File: config.mk
export PLATFORM = sky130hd
export DESIGN_NAME = parity_checker_rx
export DESIGN_NICKNAME = d
export VERILOG_FILES = /design/src/rtl/parity_checker_rx.sv
export SDC_FILE = /design/constraint.sdc
export NUM_CORES = 1
export LEC_CHECK = 0
export BUFFER_PORTS_ARGS = -buffer_cell sky130_fd_sc_hd__buf_2
export CORE_MARGIN = 8
export CORE_UTILIZATION = 31
export DETAILED_ROUTE_END_ITERATION = 8
export SLEW_MARGIN = 20
export SYNTH_ARGS = -nofsm -noshare
export SYNTH_HDL_FRONTEND = slang
export SYNTH_SLANG_ARGS = --single-unit
File: constraint.sdc
create_clock -name clk -period 1.3 [get_ports clk]
set_input_delay 0.195 -clock clk [delete_from_list [all_inputs] [get_ports clk]]
set_output_delay 0.195 -clock clk [all_outputs]
set_load 0.01 [all_outputs]
File: src/rtl/parity_checker_rx.sv
// parity_checker_rx
//   Serial receiver and parity checker for frames produced by parity_generator.
//   Frame: start (0), DATA_W data bits LSB first, parity bit, stop (1).
//   Each bit lasts CLKS_PER_BIT clocks. Start is verified at mid-bit, and every
//   later bit is sampled one full bit period after the previous sample.
//
// Ports
//   clk        in   single clock, rising edge
//   rst_n      in   asynchronous active-low reset
//   s_in       in   serial line, idle high
//   d_out      out  [DATA_W-1:0] last received data word
//   valid      out  one-cycle strobe when d_out and the flags update
//   parity_err out  parity mismatch for the frame in d_out
//   frame_err  out  stop bit sampled 0 for the frame in d_out
//
// Build option
//   PARITY_RX_SYNC_EN  when defined, s_in passes through a 2-flop synchronizer
//                      (reset to 1), which delays every sample point by 2 clocks.

module parity_checker_rx #(
   parameter int unsigned DATA_W       = 4,
   parameter int unsigned CLKS_PER_BIT = 4,
   parameter bit          PARITY_ODD   = 1'b0
) (
   input  logic              clk,
   input  logic              rst_n,
   input  logic              s_in,
   output logic [DATA_W-1:0] d_out,
   output logic              valid,
   output logic              parity_err,
   output logic              frame_err
);

   localparam int unsigned HALF = CLKS_PER_BIT / 2;
   localparam int unsigned CW   = (CLKS_PER_BIT > 1) ? $clog2(CLKS_PER_BIT) : 1;
   localparam int unsigned BW   = (DATA_W > 1) ? $clog2(DATA_W) : 1;

   localparam logic [CW-1:0] CYC_HALF = CW'(HALF - 1);
   localparam logic [CW-1:0] CYC_LAST = CW'(CLKS_PER_BIT - 1);
   localparam logic [BW-1:0] BIT_LAST = BW'(DATA_W - 1);

   localparam logic [2:0] ST_IDLE   = 3'd0;
   localparam logic [2:0] ST_START  = 3'd1;
   localparam logic [2:0] ST_DATA   = 3'd2;
   localparam logic [2:0] ST_PARITY = 3'd3;
   localparam logic [2:0] ST_STOP   = 3'd4;

   logic              line;
   logic [2:0]        state;
   logic [CW-1:0]     cyc_cnt;
   logic [BW-1:0]     bit_cnt;
   logic [DATA_W-1:0] shift_reg;
   logic              par_bit;

`ifdef PARITY_RX_SYNC_EN
   logic s_meta;
   logic s_sync;

   // Reset to the idle level so that leaving reset is not mistaken for a start bit.
   always_ff @(posedge clk or negedge rst_n) begin
      if (!rst_n) begin
         s_meta <= 1'b1;
         s_sync <= 1'b1;
      end else begin
         s_meta <= s_in;
         s_sync <= s_meta;
      end
   end

   assign line = s_sync;
`else
   assign line = s_in;
`endif

   always_ff @(posedge clk or negedge rst_n) begin
      if (!rst_n) begin
         state      <= ST_IDLE;
         cyc_cnt    <= '0;
         bit_cnt    <= '0;
         shift_reg  <= '0;
         par_bit    <= 1'b0;
         d_out      <= '0;
         valid      <= 1'b0;
         parity_err <= 1'b0;
         frame_err  <= 1'b0;
      end else begin
         valid <= 1'b0;
         case (state)
            ST_IDLE: begin
               cyc_cnt <= '0;
               if (!line) begin
                  state <= ST_START;
               end
            end
            ST_START: begin
               if (cyc_cnt == CYC_HALF) begin
                  cyc_cnt <= '0;
                  bit_cnt <= '0;
                  // A line already back high at mid-bit is a glitch; drop it silently.
                  state   <= line ? ST_IDLE : ST_DATA;
               end else begin
                  cyc_cnt <= cyc_cnt + CW'(1);
               end
            end
            ST_DATA: begin
               if (cyc_cnt == CYC_LAST) begin
                  cyc_cnt            <= '0;
                  shift_reg[bit_cnt] <= line;
                  if (bit_cnt == BIT_LAST) begin
                     bit_cnt <= '0;
                     state   <= ST_PARITY;
                  end else begin
                     bit_cnt <= bit_cnt + BW'(1);
                  end
               end else begin
                  cyc_cnt <= cyc_cnt + CW'(1);
               end
            end
            ST_PARITY: begin
               if (cyc_cnt == CYC_LAST) begin
                  cyc_cnt <= '0;
                  par_bit <= line;
                  state   <= ST_STOP;
               end else begin
                  cyc_cnt <= cyc_cnt + CW'(1);
               end
            end
            ST_STOP: begin
               if (cyc_cnt == CYC_LAST) begin
                  cyc_cnt    <= '0;
                  state      <= ST_IDLE;
                  d_out      <= shift_reg;
                  parity_err <= ((^shift_reg) ^ PARITY_ODD) != par_bit;
                  frame_err  <= ~line;
                  valid      <= 1'b1;
               end else begin
                  cyc_cnt <= cyc_cnt + CW'(1);
               end
            end
            default: begin
               state   <= ST_IDLE;
               cyc_cnt <= '0;
               bit_cnt <= '0;
            end
         endcase
      end
   end

endmodule

Yosys cells after proc, flatten, opt, wreduce, memory -nomap -nowiden. Cells that the tools add are included.

Bits in registers: 19. Bits in latches: 0. RAM bits: 0. Memory bits (read-only): 0. Output and inout port bits: 7. Logic and storage cells: 59. Memories: 0.

$add $sub $neg: 2. Multiply operators: 0. Div/mod/pow operators: 0. Magnitude comparators: 2. Equal/unequal tests: 14. Shift operators: 0. Mux-type cells: 20. Bitwise logic cells: 2. Reductions and logical operators: 10.

Operators with widths (number): 2-to-1 mux 3 bit (6); case mux 3 bit (5 select lines) (1); 2-to-1 mux 2 bit (6); != test 2 bit, second input constant (6); equality test 3 x 2 -> 1 bit, second input constant (2); case mux 2 bit (3 select lines) (1); AND reduction 2 bit (3); AND reduction 6 bit (1); OR reduction 3 bit (2); adder 2 x 1 -> 2 bit, second input constant (2); bitwise mux 4 bit (1); equality test 2 bit, second input constant (2); case mux 2 bit (2 select lines) (1); XOR reduction 4 bit (1); equality test 3 x 1 -> 1 bit, second input constant (1); equality test 3 bit, second input constant (1); logical NOT 3 bit (1); less-than comparator 2 x 3 -> 1 bit, second input constant (1); 2-to-1 mux 1 bit (3); AND reduction 3 bit (1); demux 1 bit (select 2 bit) (1); equality test 2 x 1 -> 1 bit, second input constant (1); >= comparator 2 x 1 -> 1 bit, second input constant (1); inverter 1 bit (2); other kinds (2) (2).

Depth between registers and ports, before layout.
Word-level depth: 5. Gate-level depth with buffers: 6. Depth with buffers taken out: 6.

Worst setup path before layout. Ideal clock, no wire load.

Path kind: register to register. Start point: register cyc_cnt[0]. End point: register shift_reg[3]. Data arrival time: 1182 ps. Required time: 1173 ps. Path slack: -9 ps. Stages on the path, launching flop included: 5. Path buffers: 0. Path through: dfrtp_1 ha_1 nor3b_4 nand2_1 mux2_1.

Cells in the longest elaborated chain, start to end: 2.

RTL lines: start, declared (line 50) `logic [CW-1:0] cyc_cnt;`; start signal, assigned (line 102) `cyc_cnt <= cyc_cnt + CW'(1);`; start signal, assigned (line 116) `cyc_cnt <= cyc_cnt + CW'(1);`; start signal, assigned (line 125) `cyc_cnt <= cyc_cnt + CW'(1);`; equality test 2 bit (line 106) `if (cyc_cnt == CYC_LAST) begin`; AND reduction 2 bit (no source line); end signal, assigned by index (line 108) `shift_reg[bit_cnt] <= line;`; end, declared (line 52) `logic [DATA_W-1:0] shift_reg;`.

Every way passes these cells. A chain may end at the register's enable or synchronous reset.

Worst setup path in the final report.
Start point: register cyc_cnt[0]. End point: register bit_cnt[0].

Cells in the longest elaborated chain, start to end: 3.

RTL lines: equality test 2 bit / equality test 2 x 1 -> 1 bit (equally long branches) (line 106, 96); != test 2 bit (no source line); AND reduction 3 bit (no source line) *; end signal, assigned (line 113) `bit_cnt <= bit_cnt + BW'(1);`; end, declared (line 51) `logic [BW-1:0] bit_cnt;`.

Mark *: on every way between the ends. The rest lies on a longest branch, timed or not.

==> impl_metrics.csv <==
group,metric,value,unit
run_status,run_status,"finished, violations left",
run_status,failed_checks,"setup timing",
critical_path,crit_arrival,1.57,ns
cts,clock-sinks,19,
floorplanning,core-area,3260,um^2
cts,cts_root_buffer,"clkbuf_4",
min_path,min_path_type,"in2reg",
placement,dpl_worst_slack,-0.0804,ns
pwr,p_per_area,1610,nW/um^2
synthesis,synth_area,1030,um^2
global_route,grt_pass1_wl,3300,um
placement,gp_congestion,0.813,
floorplanning,dieHeight,73.7,um
pwr,p_leak,0.684,nW
global_route,first_global_vias,748,
floorplanning,die_area,5430,um^2
final_layout,areaGrowthSynthToFinish,37.0,%
synthesis,synth_area_per_cell,11.6,um^2
synthesis,synth_edf_count,0,
sta,setup_viol,12,
sta,finalHoldViolCount,0,
sta,min_period,1.36,ns
cts,cts_tree,"built",
critical_path,required,1.51,ns
final_layout,fillerInstances,337,
final_layout,final_nets,134,
sta,fin_setup_tns,-0.379,ns
cts,clk_latency,0.30,ns
critical_path,cp_max_fo,4,
sta,slew_headroom,0.695,
route,wire_per_inst,12.5,um
final_layout,final_area,1410,um^2
synthesis,yosysMostFrequentCell,"dfrtp_1",
cts,clkTransAtPathRegs,0.11,ns
sta,tightest_slew,0.457,ns
synthesis,ys_ff_latch,19,
route,viasPerCell,4.43,
pwr,ir_drop,0.714,mV
cts,cts-htree-levels,1,
final_layout,seq_area,480,um^2
final_layout,multi_input_area,598,um^2
global_route,grt_max_degree,20,
sta,rsz0062_at_grt,"yes",
global_route,grt_usage,0.0798,
final_layout,antenna_cells,0,
synthesis,synth_cell_type_count,28,
synthesis,synthTopCellsByArea,"dfrtp_1 46%, ha_1 9.7%, mux2_4 5.8%",
floorplanning,start_util,0.316,
critical_path,start_kind,"register",
route,ant_nets,0,
placement,dpl.hpwl,1460,um
synthesis,async_reset_ff_frac,1.00,
synthesis,syn-num-nets,100,
synthesis,synth_common_cells,"19 x dfrtp_1, 9 x nand2_1, 8 x ha_1, 8 x inv_1",
route,post-route-drc-count,0,
critical_path,path_class,"reg2reg",
route,drt_wl_total,2110,um
placement,postPlaceCellArea,1210,um^2
synthesis,synth_seq_area_share,0.461,
critical_path,end_kind,"register",
sta,fmax,737,MHz
final_layout,fin_util,0.434,
route,drtIter0Drc,11,
floorplanning,num_io_pins,10,
global_route,antenna_found_initial,0,
route,dr_total_vias,744,
run,maxCapViolations,0,
placement,numPortBuffers,9,
synthesis,synth_flop_cell,"dfrtp_1",
synthesis,yosysTopAreaCell,"dfrtp_1",
cts,cts_buffers,3,
sta,fin_crit_sh,1.04,
sta,setup_ws,-0.0566,ns
synthesis,yosysWarnings,0,
cts,clock_path_buffers,2,
synthesis,synth_top_cell_area_share,0.461,
synthesis,postSynthCellCount,89,
final_layout,drive_gt1_frac,0.541,
floorplanning,dieWidth,73.7,um
sta,maxSlewViolCount,0,
global_route,overflow,0,
floorplanning,rows,21,
sta,fin_worst_skew,0.00373,ns
route,firstDrtPassIters,4,
==> worst max-delay path: stages, from the launching register on <==
cell     delay, ns
dfrtp_2       0.45
ha_4          0.16
nor2b_2       0.14
o21ai_2       0.10
buf_4         0.14
o41ai_2       0.27
==> routing by layer <==
| layer | share of wire | vias up | global-route usage |
|---|---|---|---|
| li1 | - | 367 | - |
| met1 | 0.45 | 365 | 0.0916 |
| met2 | 0.50 | 10 | 0.136 |
| met3 | 0.037 | 2 | 0.0205 |
| met4 | 0.013 | 0 | 0.0333 |
| met5 | 0 | - | 0 |
==> cell families after synthesis <==
logic type / Yosys count / share of synthesized area
compound gates: 13 / 0.0801
xor+xnor: 4 / 0.0340
fa+ha+maj: 8 / 0.0971
buf+inv: 11 / 0.0510
flops: 19 / 0.461
mux: 9 / 0.124
simple gates: 25 / 0.153
==> layout by cell type, fill, tap and decap left out, types with 2 or more instances in the layout <==
cell      synthesis  final
buf_2             0      9
buf_4             1     20
clkbuf_4          0      3
dfrtp_1          19     15
dfrtp_2           0      4
ha_1              8      4
ha_4              0      3
inv_1             8      7
inv_2             1      2
mux2_4            4      8
nand2_1           9      8
nand3_1           4      3
nor2_1            3      3
nor2b_2           0      2
nor3b_4           2      2
o21ai_1           3      2
o21ai_2           0      2
o22ai_1           2      2
o41ai_2           0      2
xnor2_1           3      3
==> what timing repair did <==
| action | 4_1_cts | 5_1_grt |
|---|---|---|
| setup endpoints to repair | 15 | 16 |
| setup buffers | 5 | 3 |
| hold endpoints to repair | 19 | 0 |
| pin swaps | 4 | 5 |
| gates resized for setup | 8 | 17 |
| hold buffers | 1 | 0 |
==> cell type report <==
type | count | share of cell area
flip-flops and latches | 19 | 0.340
inverters | 9 | 0.0239
multi-input cells | 59 | 0.423
clock buffers | 4 | 0.0186
well taps | 46 | 0.0407
repair buffers | 31 | 0.153
==> stage by stage <==
| stage | instances | hold WS [ns] | total power, mW |
|---|---|---|---|
| after floorplan | 89 | -0.101 | 1.43 |
| after global placement | 155 | 0.154 | 1.69 |
| after detailed placement | 155 | 0.167 | 1.72 |
| after CTS | 165 | 0.172 | 2.13 |
| after global routing | 168 | 0.177 | 2.43 |
| final | 168 | 0.162 | 2.27 |
==> power breakdown <==
group | switching, mW | internal [mW] | leakage (nW)
sequential | 0.196 | 0.729 | 0.237
combinational | 0.459 | 0.571 | 0.433
clock | 0.195 | 0.120 | 0.0150
==> path summary, 6_finish.rpt <==
kind	to	slack, ns	start	cells past startpoint
max in group asynchronous	state[0]	0.59	rst_n	2
min in group asynchronous	state[2]	0.37	rst_n	2
worst min register to register	parity_err	0.49	parity_err	2
worst min-delay path	frame_err	0.16	s_in	2
worst max-delay path	bit_cnt[0]	-0.06	cyc_cnt[0]	5
worst max register to register	bit_cnt[0]	-0.06	cyc_cnt[0]	5
Note: power is estimated with default switching activity, not from simulation.
